### src/rtl/multi_timer.sv
// Multi-channel programmable down-counter with shared tick prescaler and coherent count reads.
// Define MULTI_TIMER_COMPARE_EN to build the per-channel compare registers and match irqs.
module multi_timer #(
    parameter int unsigned CHANNELS    = 2,
    parameter int unsigned COUNT_WIDTH = 16,
    parameter logic [23:0] BASE_ADDR   = 24'h2018
) (
    input  logic                    clk,
    input  logic                    reset,
    input  logic                    tick,
    input  logic                    bus_write,
    input  logic                    bus_read,
    input  logic [23:0]             bus_address_in,
    input  logic [7:0]              bus_data_in,
    output logic [7:0]              bus_data_out,
    output logic [2*CHANNELS-1:0]   irqs
);

    typedef logic [COUNT_WIDTH-1:0] cnt_t;

    localparam logic [23:0] SPAN = 24'(8 * CHANNELS);

    logic [23:0] rel;
    logic        hit;
    logic [1:0]  ch_sel;
    logic [2:0]  reg_sel;
    logic [6:0]  pre;

    logic        en      [CHANNELS];
    logic        oneshot [CHANNELS];
    logic [2:0]  psel    [CHANNELS];
    cnt_t        count   [CHANNELS];
    cnt_t        preset  [CHANNELS];
    logic [7:0]  shadow  [CHANNELS];
    logic [15:0] count_x [CHANNELS];
    logic [15:0] preset_x[CHANNELS];
    logic        sel     [CHANNELS];
    logic        ctrl_wr [CHANNELS];
    logic        load    [CHANNELS];
    logic        fire    [CHANNELS];
    logic        irq_uf  [CHANNELS];
    logic        irq_cmp [CHANNELS];

    function automatic logic [6:0] pmask(input logic [2:0] s);
        return 7'((8'd1 << s) - 8'd1);
    endfunction

    assign rel     = bus_address_in - BASE_ADDR;
    assign hit     = (bus_address_in >= BASE_ADDR) && (rel < SPAN);
    assign ch_sel  = rel[4:3];
    assign reg_sel = rel[2:0];

    always_comb begin
        for (int unsigned i = 0; i < CHANNELS; i++) begin
            count_x[i]  = 16'(count[i]);
            preset_x[i] = 16'(preset[i]);
            sel[i]      = hit && (ch_sel == 2'(i));
            ctrl_wr[i]  = bus_write && sel[i] && (reg_sel == 3'd0);
            load[i]     = ctrl_wr[i] && bus_data_in[1];
            fire[i]     = tick && en[i] && ((pre & pmask(psel[i])) == pmask(psel[i]));
        end
    end

    always_ff @(posedge clk or posedge reset) begin
        if (reset) begin
            pre <= '0;
            for (int unsigned i = 0; i < CHANNELS; i++) begin
                en[i]      <= 1'b0;
                oneshot[i] <= 1'b0;
                psel[i]    <= '0;
                count[i]   <= '0;
                preset[i]  <= '0;
                shadow[i]  <= '0;
                irq_uf[i]  <= 1'b0;
            end
        end else begin
            if (tick)
                pre <= pre + 7'd1;
            for (int unsigned i = 0; i < CHANNELS; i++) begin
                // A load strobe swallows a coincident count event, including its irq.
                irq_uf[i] <= fire[i] && (count[i] == '0) && !load[i];

                if (ctrl_wr[i]) begin
                    en[i]      <= bus_data_in[0];
                    oneshot[i] <= bus_data_in[2];
                    psel[i]    <= bus_data_in[6:4];
                end else if (fire[i] && (count[i] == '0) && oneshot[i]) begin
                    en[i] <= 1'b0;
                end

                if (load[i])
                    count[i] <= preset[i];
                else if (fire[i]) begin
                    if (count[i] != '0)
                        count[i] <= count[i] - cnt_t'(1);
                    else if (!oneshot[i])
                        count[i] <= preset[i];
                end

                if (bus_write && sel[i] && (reg_sel == 3'd2))
                    preset[i] <= cnt_t'({preset_x[i][15:8], bus_data_in});
                if (bus_write && sel[i] && (reg_sel == 3'd3))
                    preset[i] <= cnt_t'({bus_data_in, preset_x[i][7:0]});

                if (bus_read && sel[i] && (reg_sel == 3'd6))
                    shadow[i] <= count_x[i][15:8];
            end
        end
    end

`ifdef MULTI_TIMER_COMPARE_EN
    cnt_t        compare  [CHANNELS];
    logic [15:0] compare_x[CHANNELS];

    always_comb begin
        for (int unsigned i = 0; i < CHANNELS; i++)
            compare_x[i] = 16'(compare[i]);
    end

    always_ff @(posedge clk or posedge reset) begin
        if (reset) begin
            for (int unsigned i = 0; i < CHANNELS; i++) begin
                compare[i] <= '0;
                irq_cmp[i] <= 1'b0;
            end
        end else begin
            for (int unsigned i = 0; i < CHANNELS; i++) begin
                // Only a decrement can match; reloads never raise the compare irq.
                irq_cmp[i] <= fire[i] && !load[i] && (count[i] != '0)
                              && (cnt_t'(count[i] - cnt_t'(1)) == compare[i]);
                if (bus_write && sel[i] && (reg_sel == 3'd4))
                    compare[i] <= cnt_t'({compare_x[i][15:8], bus_data_in});
                if (bus_write && sel[i] && (reg_sel == 3'd5))
                    compare[i] <= cnt_t'({bus_data_in, compare_x[i][7:0]});
            end
        end
    end
`else
    always_comb begin
        for (int unsigned i = 0; i < CHANNELS; i++)
            irq_cmp[i] = 1'b0;
    end
`endif

    always_comb begin
        irqs = '0;
        for (int unsigned i = 0; i < CHANNELS; i++) begin
            irqs[2*i]   = irq_uf[i];
            irqs[2*i+1] = irq_cmp[i];
        end
    end

    always_comb begin
        bus_data_out = '0;
        for (int unsigned i = 0; i < CHANNELS; i++) begin
            if (sel[i]) begin
                case (reg_sel)
                    3'd0: bus_data_out = {1'b0, psel[i], 1'b0, oneshot[i], 1'b0, en[i]};
                    3'd2: bus_data_out = preset_x[i][7:0];
                    3'd3: bus_data_out = preset_x[i][15:8];
`ifdef MULTI_TIMER_COMPARE_EN
                    3'd4: bus_data_out = compare_x[i][7:0];
                    3'd5: bus_data_out = compare_x[i][15:8];
`endif
                    3'd6: bus_data_out = count_x[i][7:0];
                    3'd7: bus_data_out = shadow[i];
                    default: bus_data_out = '0;
                endcase
            end
        end
    end

endmodule
### config.mk
export PLATFORM = sky130hd
export DESIGN_NAME = multi_timer
export DESIGN_NICKNAME = d
export VERILOG_FILES = /design/src/rtl/multi_timer.sv
export SDC_FILE = /design/constraint.sdc
export NUM_CORES = 1
export LEC_CHECK = 0
export ABC_AREA = 1
export BUFFER_PORTS_ARGS = -buffer_cell sky130_fd_sc_hd__buf_2
export CORE_ASPECT_RATIO = 1.2
export CORE_MARGIN = 1.5
export CORE_UTILIZATION = 50
export DETAILED_ROUTE_END_ITERATION = 10
export GPL_TIMING_DRIVEN = 0
export PLACE_DENSITY = 0.68
export SLEW_MARGIN = 25
export SYNTH_ARGS = -nofsm -noshare
export SYNTH_HDL_FRONTEND = slang
export SYNTH_SLANG_ARGS = --single-unit
### constraint.sdc
create_clock -name clk -period 10.52 [get_ports clk]
set_input_delay 3.156 -clock clk [delete_from_list [all_inputs] [get_ports clk]]
set_output_delay 3.156 -clock clk [all_outputs]
set_load 0.02 [all_outputs]
After elaboration in Yosys (flattened, before gate mapping)
Cells that the tools add are included.
- $add $sub $neg: 6
- $lt $le $gt $ge: 2
- equal/unequal tests: 9
- shift-type cells: 2
- multiplexer cells: 20
- bitwise operators: 4
- reductions and logical operators: 43
- operator list (kind ; count):
    2-to-1 mux 16 bit ; 10
    case mux 8 bit (5 select lines) ; 2
    zero test 16 bit ; 2
    2-to-1 mux 8 bit ; 4
    nonzero test 16 bit ; 2
    subtractor 16 x 1 -> 16 bit, second input constant ; 2
    logical AND 1 bit ; 27
    greater-or-equal comparator 24 x 14 -> 1 bit, second input constant ; 1
    < comparator 24 x 5 -> 1 bit, second input constant ; 1
    subtractor 24 x 14 -> 24 bit, second input constant ; 1
    AND 7 bit ; 2
    == test 7 bit ; 2
    left shift 1 x 3 -> 7 bit, first input constant ; 2
    subtractor 7 x 1 -> 7 bit, second input constant ; 2
    AND reduction 2 bit ; 4
    nonzero test 2 bit ; 4
    adder 7 x 1 -> 7 bit, second input constant ; 1
    == test 3 x 2 -> 1 bit, second input constant ; 2
    == test 3 bit, second input constant ; 2
    inequality test 3 x 1 -> 1 bit, second input constant ; 2
    2-to-1 mux 1 bit ; 4
    zero test 3 bit ; 1
    == test 2 x 1 -> 1 bit, second input constant ; 1
    zero test 1 bit ; 2
    other kinds (2) ; 3
- register bits after elaboration: 99
- bits of input ports: 37
- output and inout bits: 12
- logic and storage cells: 103

Depth between registers and ports, before layout
- word-level depth: 9
- mapped depth: 19
- depth with buffers taken out: 18

Least setup slack after synthesis
OpenSTA, ideal clock, no wires.
- path type: input port to output port
- start point: in bus_address_in[3]
- end point: out bus_data_out[1]
- arrival: 4.969 ns
- required time: 7.364 ns
- setup slack: 2.395 ns
- stages: 13
- path buffers: 0
- cell sequence: inv_1 > ha_1 > nor2_1 > o21ai_0 > a21oi_1 > nand2_1 > nor4_1 > nand2_1 > nor2_1 > nand4_1 > nor2_4 > o21ai_0 > a21oi_1
- longest elaborated chain between the ends: 6
- elaborated cells on any way between the ends: 10
- those cells by class: 1 x add/sub; 2 x order compare; 1 x eq/ne; 2 x mux; 4 x reduce/logical
- RTL lines (element ; line ; source):
    start: declaration ; 13 ; input logic [23:0] bus_address_in,
    subtractor 24 x 14 -> 24 bit ; 48 ; assign rel = bus_address_in - BASE_ADDR;
    < comparator 24 x 5 -> 1 bit ; 49 ; assign hit = (bus_address_in >= BASE_ADDR) && (rel < SPAN);
    logical AND 1 bit ; 49 ;
    logical AND 1 bit ; 57 ; sel[i] = hit && (ch_sel == 2'(i));
    2-to-1 mux 8 bit ; 156 ; if (sel[i]) begin
    2-to-1 mux 8 bit * ; 156 ;
    end: declaration ; 15 ; output logic [7:0] bus_data_out,
Every way passes the cells marked *; elsewhere a longest branch is shown, timed or not.

Worst setup path in the final report
- start point: in bus_address_in[3]
- end point: out bus_data_out[2]
Same word-level chain as after synthesis.

==> metrics.txt <==
Min-Delay Path Class=flop to flop; Async S/R FF share, synth=1.00; Max-Cap Viols=0; Worst Skew=10.0 ps; grt met1 use=0.344; Slew headroom=0.304; ys flop type=dfrtp_1; I/O Buffers=45; synth warn=0; critical path class=input pin to output pin; reg2reg start=psel[0]; commonest non-fill, non-tap cell in the layout=nand2_1; GRT Residual Overflow=0; Die Y=130 µm; FMAX=0.114 GHz; r2r setup slk=7530 ps; Final Max Tran Viols=0; Hold Vio Cnt, Final=0; Max Fanout on Critical Path=8; # fillers=1346; met3 usage=0.0395; GPL Wtd Cong=0.945; Seq cells post-synth=99; CP startpoint kind=input pin; Post-Syn Area=6700 µm²; power share of the sequential group=0.483; worst reg-to-reg path cell count=12; root buffer cell=clkbuf_16; Vias=6474; Die X=109 µm; largest net degree at the start of global routing=72; critical hold path startpoint=shadow[4]; number of synthesized flops with an enable pin=0; clk_lat worst skew=350 ps; drt wl/cell=16.0 µm; Synth-to-Final Area Change=11.6%; Mapped Avg Cell Area=6.98 µm²; cell row count=46; reg2reg end=count[9]; hold buffers post-CTS=0; Initial Util=0.509; RSZ-0062 raised after global routing=no; setup TNS=0 ps; first-pass GRT wire length=30800 µm; worst path required time=7360 ps; cts bufs inserted=9; Worst EP arrival=5650 ps; crit end category=output pin; Post-CTS Setup Bufs=0; status=finished clean; Pint=0.617 mW; hold_ws=490 ps; H-Tree Depth=3; vias per std cell=5.43; WL final=19100 µm; Cells after Synth=961; Starting DRT DRC Count=435; Gate power share=0.113; Post-CTS Resized=0; most frequent cells in the layout=nand2_1 (226), nand3_1 (129), inv_1 (126); layout cell share with drive strength beyond 1=0.118; Psw=0.229 mW; n_diodes=0; Max IR drop VDD=0.0000877 V; Nets=1065; clk sinks=99; met2 GRT Util=0.504; GRT Max-Usage Layer=met2; initial antenna violation count=0; fin crit period=8800 ps; residual DRC count=0; clk buf depth=2; Hold Crit Depth=2; drt pass-1 iters=5; IO Pins=49; GRT Overall Usage=0.284; Finish-stage setup viols=0; sw frac=0.270; Netlist cell types=47; Tcrit/Tclk final=0.837; power per cell area=113 nW/µm²; Clock power frac=0.404; CORE AREA=13200 µm²; CTS tree=built; static leakage=3.92 nW; die area=14100 µm²; number of global-route vias before repair=6230; Hold EP=shadow[4]; slew at the pin closest to its max-slew limit=1040 ps; Post-DP HPWL=14700 µm; post-route ant nets=0; Seq/Total Area, Yosys=0.370; clk slew on worst S/H paths=70 ps
how the worst max path moves through the flow:
stage	slack (ps)	depth (start not counted)	endpoint	from
final	1720	16	bus_data_out[2]	bus_address_in[3]
after global routing	1510	16	bus_data_out[5]	bus_address_in[3]
after CTS	1780	16	bus_data_out[5]	bus_address_in[3]
after detailed placement	1790	16	bus_data_out[5]	bus_address_in[3]
after global placement	1810	16	bus_data_out[4]	bus_address_in[3]
after floorplan	2390	13	bus_data_out[1]	bus_address_in[3]
power groups by stage:
stage | combinational, mW | sequential (mW) | clock (mW)
after CTS | 0.0958 | 0.409 | 0.347
after global routing | 0.110 | 0.411 | 0.362
after global placement | 0.0914 | 0.416 | 0
after detailed placement | 0.0953 | 0.416 | 0
final | 0.0955 | 0.409 | 0.341
after floorplan | 0.0638 | 0.410 | 0
cell families (layout without fill, tap and decap cells):
family / Yosys count / count (layout) / synth area share
AND/OR/NAND/NOR: 522 / 522 / 0.349
buffers and inverters: 161 / 223 / 0.0993
AO/OA/AOI/OAI: 135 / 135 / 0.120
flip-flops: 99 / 99 / 0.370
XOR/XNOR: 34 / 34 / 0.0444
adder cells (fa/ha/maj): 9 / 9 / 0.0168
other: 1 / 2 / 0.000559
routing by layer:
metal  wire (µm)  part of all wire  vias to the layer above
li1            -                 -                     3250
met1        8300              0.44                     3009
met2        9430              0.49                      164
met3         667             0.035                       51
met4         668             0.035                        0
met5           0                 0                        -
cells in the mapped netlist, types with 3 or more instances:
master | n | share of area
nand2_2 | 12 | 0.011
o21ai_1 | 9 | 0.0067
o2111ai_1 | 11 | 0.014
o21ai_0 | 31 | 0.023
nand3_1 | 129 | 0.096
clkbuf_1 | 13 | 0.0073
nor2_1 | 105 | 0.059
buf_4 | 3 | 0.0034
dfrtp_1 | 99 | 0.37
a22oi_1 | 9 | 0.010
a21oi_1 | 54 | 0.040
buf_2 | 8 | 0.0060
ha_1 | 9 | 0.017
buf_6 | 5 | 0.0084
xor2_1 | 23 | 0.030
inv_2 | 4 | 0.0022
inv_1 | 127 | 0.071
nand4_1 | 7 | 0.0065
nor4_1 | 7 | 0.0065
nor3_1 | 13 | 0.0097
nand2_1 | 226 | 0.13
nor2_2 | 9 | 0.0084
a21oi_2 | 4 | 0.0052
o22ai_1 | 4 | 0.0037
xnor2_1 | 11 | 0.014
sequential cells by signal (all words and copies together) (netlist names):
name / count
en: 2
irqs: 2
count: 32
shadow: 16
pre: 7
oneshot: 2
psel: 6
preset: 32
critical path, cell delays in order:
cell and delay [ps]:
buf_2 120, ha_1 200, inv_1 150, nand2_2 90, nor2_2 160, nand2_1 90, nand2_1 60, nand2_1 40
nand2_1 110, nand2_1 70, nor4_1 170, nand4_1 250, nor2_2 260, inv_1 180, a21oi_1 310, buf_2 230
stage by stage:
stage | worst slack, ps | area (µm²) | std cells | util | total power [mW]
2_1_floorplan | 2390 | 6710 | 962 | - | 0.474
3_5_place_dp | 1790 | 7180 | 1176 | 0.544 | 0.511
6_report | 1720 | 7480 | 1192 | 0.567 | 0.846
4_1_cts | 1780 | 7480 | 1192 | 0.567 | 0.852
5_1_grt | 1510 | 7480 | 1192 | 0.567 | 0.882
3_3_place_gp | 1810 | 7140 | 1175 | 0.542 | 0.507
layout make-up:
type	instances	area [µm²]	area share
repair buffers	46	253	0.0338
inverters	132	503	0.0672
clock inverters	5	61.3	0.00820
clock buffers	11	243	0.0325
flip-flops and latches	99	2480	0.331
well taps	168	210	0.0281
plain buffers	29	168	0.0224
multi-input cells	702	3560	0.477
Power figures use the tool's default switching activity.
